--- src/rtl/panda_risc_v_pkg.sv ---
// Shared definitions for the long-instruction scoreboard: instruction type
// codes and the default table geometry.
package panda_risc_v_pkg;

  localparam int LONG_INST_N_DEFAULT = 4;
  localparam int LI_TID_W_DEFAULT    = 3;

  localparam logic [2:0] LI_TYPE_LOAD  = 3'd0;
  localparam logic [2:0] LI_TYPE_STORE = 3'd1;
  localparam logic [2:0] LI_TYPE_MUL   = 3'd2;
  localparam logic [2:0] LI_TYPE_DIV   = 3'd3;
  localparam logic [2:0] LI_TYPE_CSR   = 3'd4;

  function automatic logic li_is_ls(input logic [2:0] li_type);
    return (li_type == LI_TYPE_LOAD) || (li_type == LI_TYPE_STORE);
  endfunction

endpackage

--- src/rtl/panda_risc_v_lowest_free_sel.sv ---
// Priority encoder: returns the lowest set bit of free_vec_i and whether any
// bit is set. The index is 0 when nothing is free.
module panda_risc_v_lowest_free_sel #(
  parameter int N     = 4,
  parameter int IDX_W = 3
) (
  input  logic [N-1:0]     free_vec_i,
  output logic             found_o,
  output logic [IDX_W-1:0] idx_o
);

  always_comb begin
    found_o = |free_vec_i;
    idx_o   = '0;
    // Scan downward so the lowest free index is the last one written.
    for (int i = N - 1; i >= 0; i--) begin
      if (free_vec_i[i]) idx_o = IDX_W'(i);
    end
  end

endmodule

--- src/rtl/panda_risc_v_long_inst_scoreboard.sv ---
// Scoreboard of outstanding long instructions (load/store/mul/div/csr) between
// dispatch and writeback; supplies entry IDs and WAW/RAW hazard flags.
module panda_risc_v_long_inst_scoreboard
  import panda_risc_v_pkg::*;
#(
  parameter int LONG_INST_N = LONG_INST_N_DEFAULT,
  parameter int TID_W       = LI_TID_W_DEFAULT
) (
  input  logic             clk,
  input  logic             sys_resetn,
  input  logic             sys_reset_req,
  input  logic [4:0]       waw_check_rd_id,
  output logic             rd_waw_dpc,
  input  logic [4:0]       raw_check_rs1_id,
  input  logic [4:0]       raw_check_rs2_id,
  output logic             rs1_raw_dpc,
  output logic             rs2_raw_dpc,
  input  logic [4:0]       s_alloc_rd_id,
  input  logic             s_alloc_rd_vld,
  input  logic [2:0]       s_alloc_type,
  input  logic             s_alloc_valid,
  output logic             s_alloc_ready,
  output logic [TID_W-1:0] s_alloc_tid,
  input  logic [TID_W-1:0] s_wb_tid,
  input  logic             s_wb_valid,
  output logic [TID_W:0]   long_inst_cnt,
  output logic             ls_pending,
  output logic             table_empty
);

  localparam int N = LONG_INST_N;

  logic [N-1:0]   vld_q, vld_d;
  logic [N-1:0]   rd_vld_q, rd_vld_d;
  logic [N*5-1:0] rd_id_q, rd_id_d;
  logic [N*3-1:0] type_q, type_d;
  logic [TID_W:0] cnt_q, cnt_d;

  logic             free_found;
  logic [TID_W-1:0] free_idx;
  logic             alloc_fire;
  logic [N-1:0]     alloc_hit, wb_hit;
  logic [N-1:0]     waw_hit, rs1_hit, rs2_hit, ls_hit;

  panda_risc_v_lowest_free_sel #(
    .N    (N),
    .IDX_W(TID_W)
  ) u_free_sel (
    .free_vec_i(~vld_q),
    .found_o   (free_found),
    .idx_o     (free_idx)
  );

  // Ready/tid come only from registered state, so a same-cycle retire never
  // makes its entry available before the next edge.
  assign s_alloc_ready = free_found;
  assign s_alloc_tid   = free_idx;
  assign alloc_fire    = s_alloc_valid & free_found;

  for (genvar gi = 0; gi < N; gi++) begin : g_entry
    logic [4:0] rd_id_e;
    assign rd_id_e = rd_id_q[gi*5 +: 5];

    assign alloc_hit[gi] = alloc_fire && (free_idx == TID_W'(gi));
    // Retires of free entries (or of tids beyond the table) match nothing.
    assign wb_hit[gi]    = s_wb_valid && (s_wb_tid == TID_W'(gi)) && vld_q[gi];

    assign vld_d[gi]          = alloc_hit[gi] | (vld_q[gi] & ~wb_hit[gi]);
    assign rd_vld_d[gi]       = alloc_hit[gi] ? s_alloc_rd_vld : rd_vld_q[gi];
    assign rd_id_d[gi*5 +: 5] = alloc_hit[gi] ? s_alloc_rd_id  : rd_id_e;
    assign type_d[gi*3 +: 3]  = alloc_hit[gi] ? s_alloc_type   : type_q[gi*3 +: 3];

    // A retiring entry still matches this cycle, which is the safe direction.
    assign waw_hit[gi] = vld_q[gi] & rd_vld_q[gi] & (rd_id_e == waw_check_rd_id);
    assign rs1_hit[gi] = vld_q[gi] & rd_vld_q[gi] & (rd_id_e == raw_check_rs1_id);
    assign rs2_hit[gi] = vld_q[gi] & rd_vld_q[gi] & (rd_id_e == raw_check_rs2_id);
    assign ls_hit[gi]  = vld_q[gi] & li_is_ls(type_q[gi*3 +: 3]);
  end

  assign cnt_d = cnt_q + {{TID_W{1'b0}}, alloc_fire} - {{TID_W{1'b0}}, |wb_hit};

  always_ff @(posedge clk) begin
    if (!sys_resetn || sys_reset_req) begin
      vld_q    <= '0;
      rd_vld_q <= '0;
      rd_id_q  <= '0;
      type_q   <= '0;
      cnt_q    <= '0;
    end else begin
      vld_q    <= vld_d;
      rd_vld_q <= rd_vld_d;
      rd_id_q  <= rd_id_d;
      type_q   <= type_d;
      cnt_q    <= cnt_d;
    end
  end

  // x0 is hard-wired zero and never creates a hazard.
  assign rd_waw_dpc    = (waw_check_rd_id  != 5'd0) & (|waw_hit);
  assign rs1_raw_dpc   = (raw_check_rs1_id != 5'd0) & (|rs1_hit);
  assign rs2_raw_dpc   = (raw_check_rs2_id != 5'd0) & (|rs2_hit);
  assign long_inst_cnt = cnt_q;
  assign ls_pending    = |ls_hit;
  assign table_empty   = ~(|vld_q);

endmodule

--- config.mk ---
export PLATFORM = sky130hd
export DESIGN_NAME = panda_risc_v_long_inst_scoreboard
export DESIGN_NICKNAME = d
export VERILOG_FILES = /design/src/rtl/panda_risc_v_pkg.sv /design/src/rtl/panda_risc_v_lowest_free_sel.sv /design/src/rtl/panda_risc_v_long_inst_scoreboard.sv
export SDC_FILE = /design/constraint.sdc
export NUM_CORES = 1
export LEC_CHECK = 0
export ABC_AREA = 1
export BUFFER_PORTS_ARGS = -buffer_cell sky130_fd_sc_hd__clkbuf_2
export CORE_ASPECT_RATIO = 2
export CORE_MARGIN = 1
export CORE_UTILIZATION = 57
export CTS_CLUSTER_SIZE = 8
export DETAILED_ROUTE_END_ITERATION = 10
export PLACE_DENSITY = 0.8
export RECOVER_POWER = 50
export SLEW_MARGIN = 5
export SYNTH_ARGS = -nofsm -noshare
export SYNTH_HDL_FRONTEND = slang
export SYNTH_SLANG_ARGS = --single-unit
export TNS_END_PERCENT = 1
--- constraint.sdc ---
create_clock -name clk -period 2.44 [get_ports clk]
set_input_delay 0.122 -clock clk [delete_from_list [all_inputs] [get_ports clk]]
set_output_delay 0.122 -clock clk [all_outputs]
set_load 0.005 [all_outputs]
==> impl_metrics.json <==
{
  "synth.distinct_cells": 28,
  "syn-instance-count": 486,
  "path_max_fanout": 4,
  "clock_path_buffers": 2,
  "utilization_pct": 67.1,
  "grt_pass1_wl_um": 13000,
  "yosysWarnings": 0,
  "top_layer": "met4",
  "path_clk_slew_ps": 80,
  "hold_class": "in -> reg",
  "cts_tree": "built",
  "num_rows": 35,
  "wl_met1_um": 2900,
  "dp_cells": 575,
  "worstSetupPathType": "reg -> reg",
  "status": "completed",
  "core_area_sq_mm": 0.00460,
  "postSynthAreaPerCell_sq_um": 5.64,
  "min_period_ps": 2160,
  "swShare_pct": 25.6,
  "drtIter0Drc": 72,
  "drv_slew": 0,
  "arrival_ps": 2340,
  "cp_num_buf_inv": 3,
  "hold_depth": 3,
  "drc": 0,
  "htreeDepth": 2,
  "start_util_pct": 59.6,
  "globalplace.congestion": 1.01,
  "ant_nets": 0,
  "clock.fmax_mhz": 463,
  "io_pins": 45,
  "grt_pass1_vias": 2860,
  "dieArea_sq_mm": 0.00511,
  "tns_ps": 0,
  "cts_sinks": 40,
  "worst_pin_slew_ps": 621,
  "max_cap_viol_count": 0,
  "worstSkewPairLatency_ps": 290,
  "max_stage_delay_ps": 370,
  "pwr-share-comb_pct": 14.8,
  "met2_length_um": 4550,
  "cts_buffers": 5,
  "post-cts-setup-buffers": 0,
  "cp-end-kind": "flop",
  "cts_hold_buffers": 0,
  "layout.cells.non_filler": 582,
  "peakVddDrop_uv": 657,
  "p_switching_mw": 0.393,
  "p_seq_share_pct": 43.9,
  "fin_skew_ps": 7.66,
  "num_vias": 3124,
  "cts.repair.resized": 0,
  "synth_edf_count": 0,
  "ys_ff_latch": 40,
  "cell_internal_pwr_mw": 1.14,
  "via_per_inst": 5.37,
  "cts_root_buf": "clkbuf_8",
  "fin_crit_sh_pct": 88.5,
  "r2r_cells": 11,
  "drive_gt1_share_pct": 10.6,
  "antennaDiodeCount": 0,
  "area_growth_pct": 12.6,
  "ys_dominant_reg_cell": "dfxtp_1",
  "yosysSeqAreaShare_pct": 29.2,
  "crit_path_frequent_cell": "inv_1",
  "fp.dieH_um": 100,
  "gr-usage-all-layers_pct": 35.6,
  "grt_overflow": 0,
  "drtPass1Iterations": 4,
  "setup_viol": 0,
  "path_delay_family": "adder cells",
  "p_clk_share_pct": 41.4,
  "route.met3.wl_um": 378,
  "num-nets-final": 564,
  "antenna_found_initial": 0,
  "grt_max_degree": 25,
  "critPathLaunchType": "flop",
  "crit_path_cell_trace": "inv_1 > nor4_2 > nor2_1 > o21ai_0 > ha_1 > inv_1 > ha_1 > inv_1 > fa_1 > xor2_1 > nor2_1",
  "synthArstFlopShare_pct": 0,
  "synth_nets": 523,
  "synth_area_sq_mm": 0.00274,
  "power_density_mw_per_mm2": 497,
  "rsz0062_at_grt": "no",
  "p_leak_nw": 1.57,
  "finalHoldViolations": 0,
  "relSlewSlack_pct": 58.5,
  "die_w_um": 51.0,
  "crit_slowest_cell": "fa_1",
  "wl_per_cell_um": 14.8,
  "portBuffers": 42,
  "worstPathRequired_ps": 2620,
  "routed_wirelength_um": 8590,
  "worst-path-stages": 11,
  "hpwl_um": 6830
}
## final cells by class
| class | count | area, sq um |
|---|---|---|
| Timing Repair Buffer | 46 | 233 |
| Sequential cell | 40 | 801 |
| Multi-Input combinational cell | 372 | 1620 |
| Tap cell | 55 | 68.8 |
| Inverter | 62 | 233 |
| Clock buffer | 5 | 68.8 |
| Clock inverter | 2 | 60.1 |
| Fill cell | 457 | 1510 |
## routing by layer
metal | vias to the layer above | global-route usage [%]
li1 | 1584 | -
met1 | 1391 | 29.0
met2 | 102 | 70.2
met3 | 47 | 5.15
met4 | 0 | 27.4
met5 | - | 0
## through the flow
stage	total power [mW]	cell area (sq um)	setup WS (ps)	hold slack [ps]
2_1_floorplan	0.819	2740	391	257
3_3_place_gp	0.903	2980	326	436
3_5_place_dp	0.908	2980	236	440
4_1_cts	1.53	3110	217	145
5_1_grt	1.58	3090	59.3	153
6_report	1.53	3090	280	138
## worst register-to-register path, stage by stage, from the launching register on
cell and delay, ps:
dfxtp_1 330, inv_1 90, nor4_2 280, nor2_1 120
o21ai_0 130, ha_1 270, inv_1 50, ha_1 140
inv_1 60, fa_1 370, xor2_1 140, nor2_1 50
## sequential cells by signal (all words and copies together) (netlist names)
signal	cells
rd_id_q	20
vld_q	4
type_q	8
rd_vld_q	4
long_inst_cnt	4
## cells in the final DEF (no fill, tap or decap), types with 3 or more instances in the layout
cell,n
nor3_1,6
a21oi_1,26
nor2_1,84
nand3_1,20
clkbuf_8,5
dfxtp_1,40
inv_1,61
xor2_1,3
clkbuf_2,42
nand2_1,177
ha_1,4
o21ai_1,7
o21ai_0,33
## synth_stat cells, types with 3 or more instances
library cell	number	share of area, %
xor2_1	3	0.96
dfxtp_1	40	29
a21oi_1	26	4.7
inv_1	60	8.2
o21ai_1	8	1.5
nand3_1	20	3.7
buf_4	3	0.82
ha_1	4	1.8
nand2_1	174	24
nand2_2	3	0.68
o21ai_0	32	5.8
nor3_1	5	0.91
nor2_1	84	12
clkbuf_1	4	0.55
## kinds of logic (layout without fill, tap and decap cells)
family	after synthesis	in the layout	share of synthesized area, %
other	1	1	0.137
xor gates and xnor gates	3	3	0.959
adders and majority gates	5	5	2.56
and+or+nand+nor	292	292	42.5
AOI/OAI and AO/OA	71	71	13.5
buffers and inverters	74	115	11.2
DFF	40	40	29.2
## worst paths after layout
path / from / end / slack (ps)
max: vld_q[0] / long_inst_cnt[2] / 280
min: s_alloc_rd_vld / rd_vld_q[0] / 140
max reg2reg: vld_q[0] / long_inst_cnt[2] / 280
min reg2reg: type_q[5] / type_q[5] / 450
## power groups by stage
stage               Clock [mW]  Combinational (mW)  Sequential, mW
floorplan                    0               0.133           0.686
global placement             0               0.216           0.687
detailed placement           0               0.221           0.687
CTS                      0.631               0.223           0.672
global route             0.652               0.251           0.674
finish                   0.634               0.226           0.672
No activity file was read; power rests on OpenSTA's default activity.
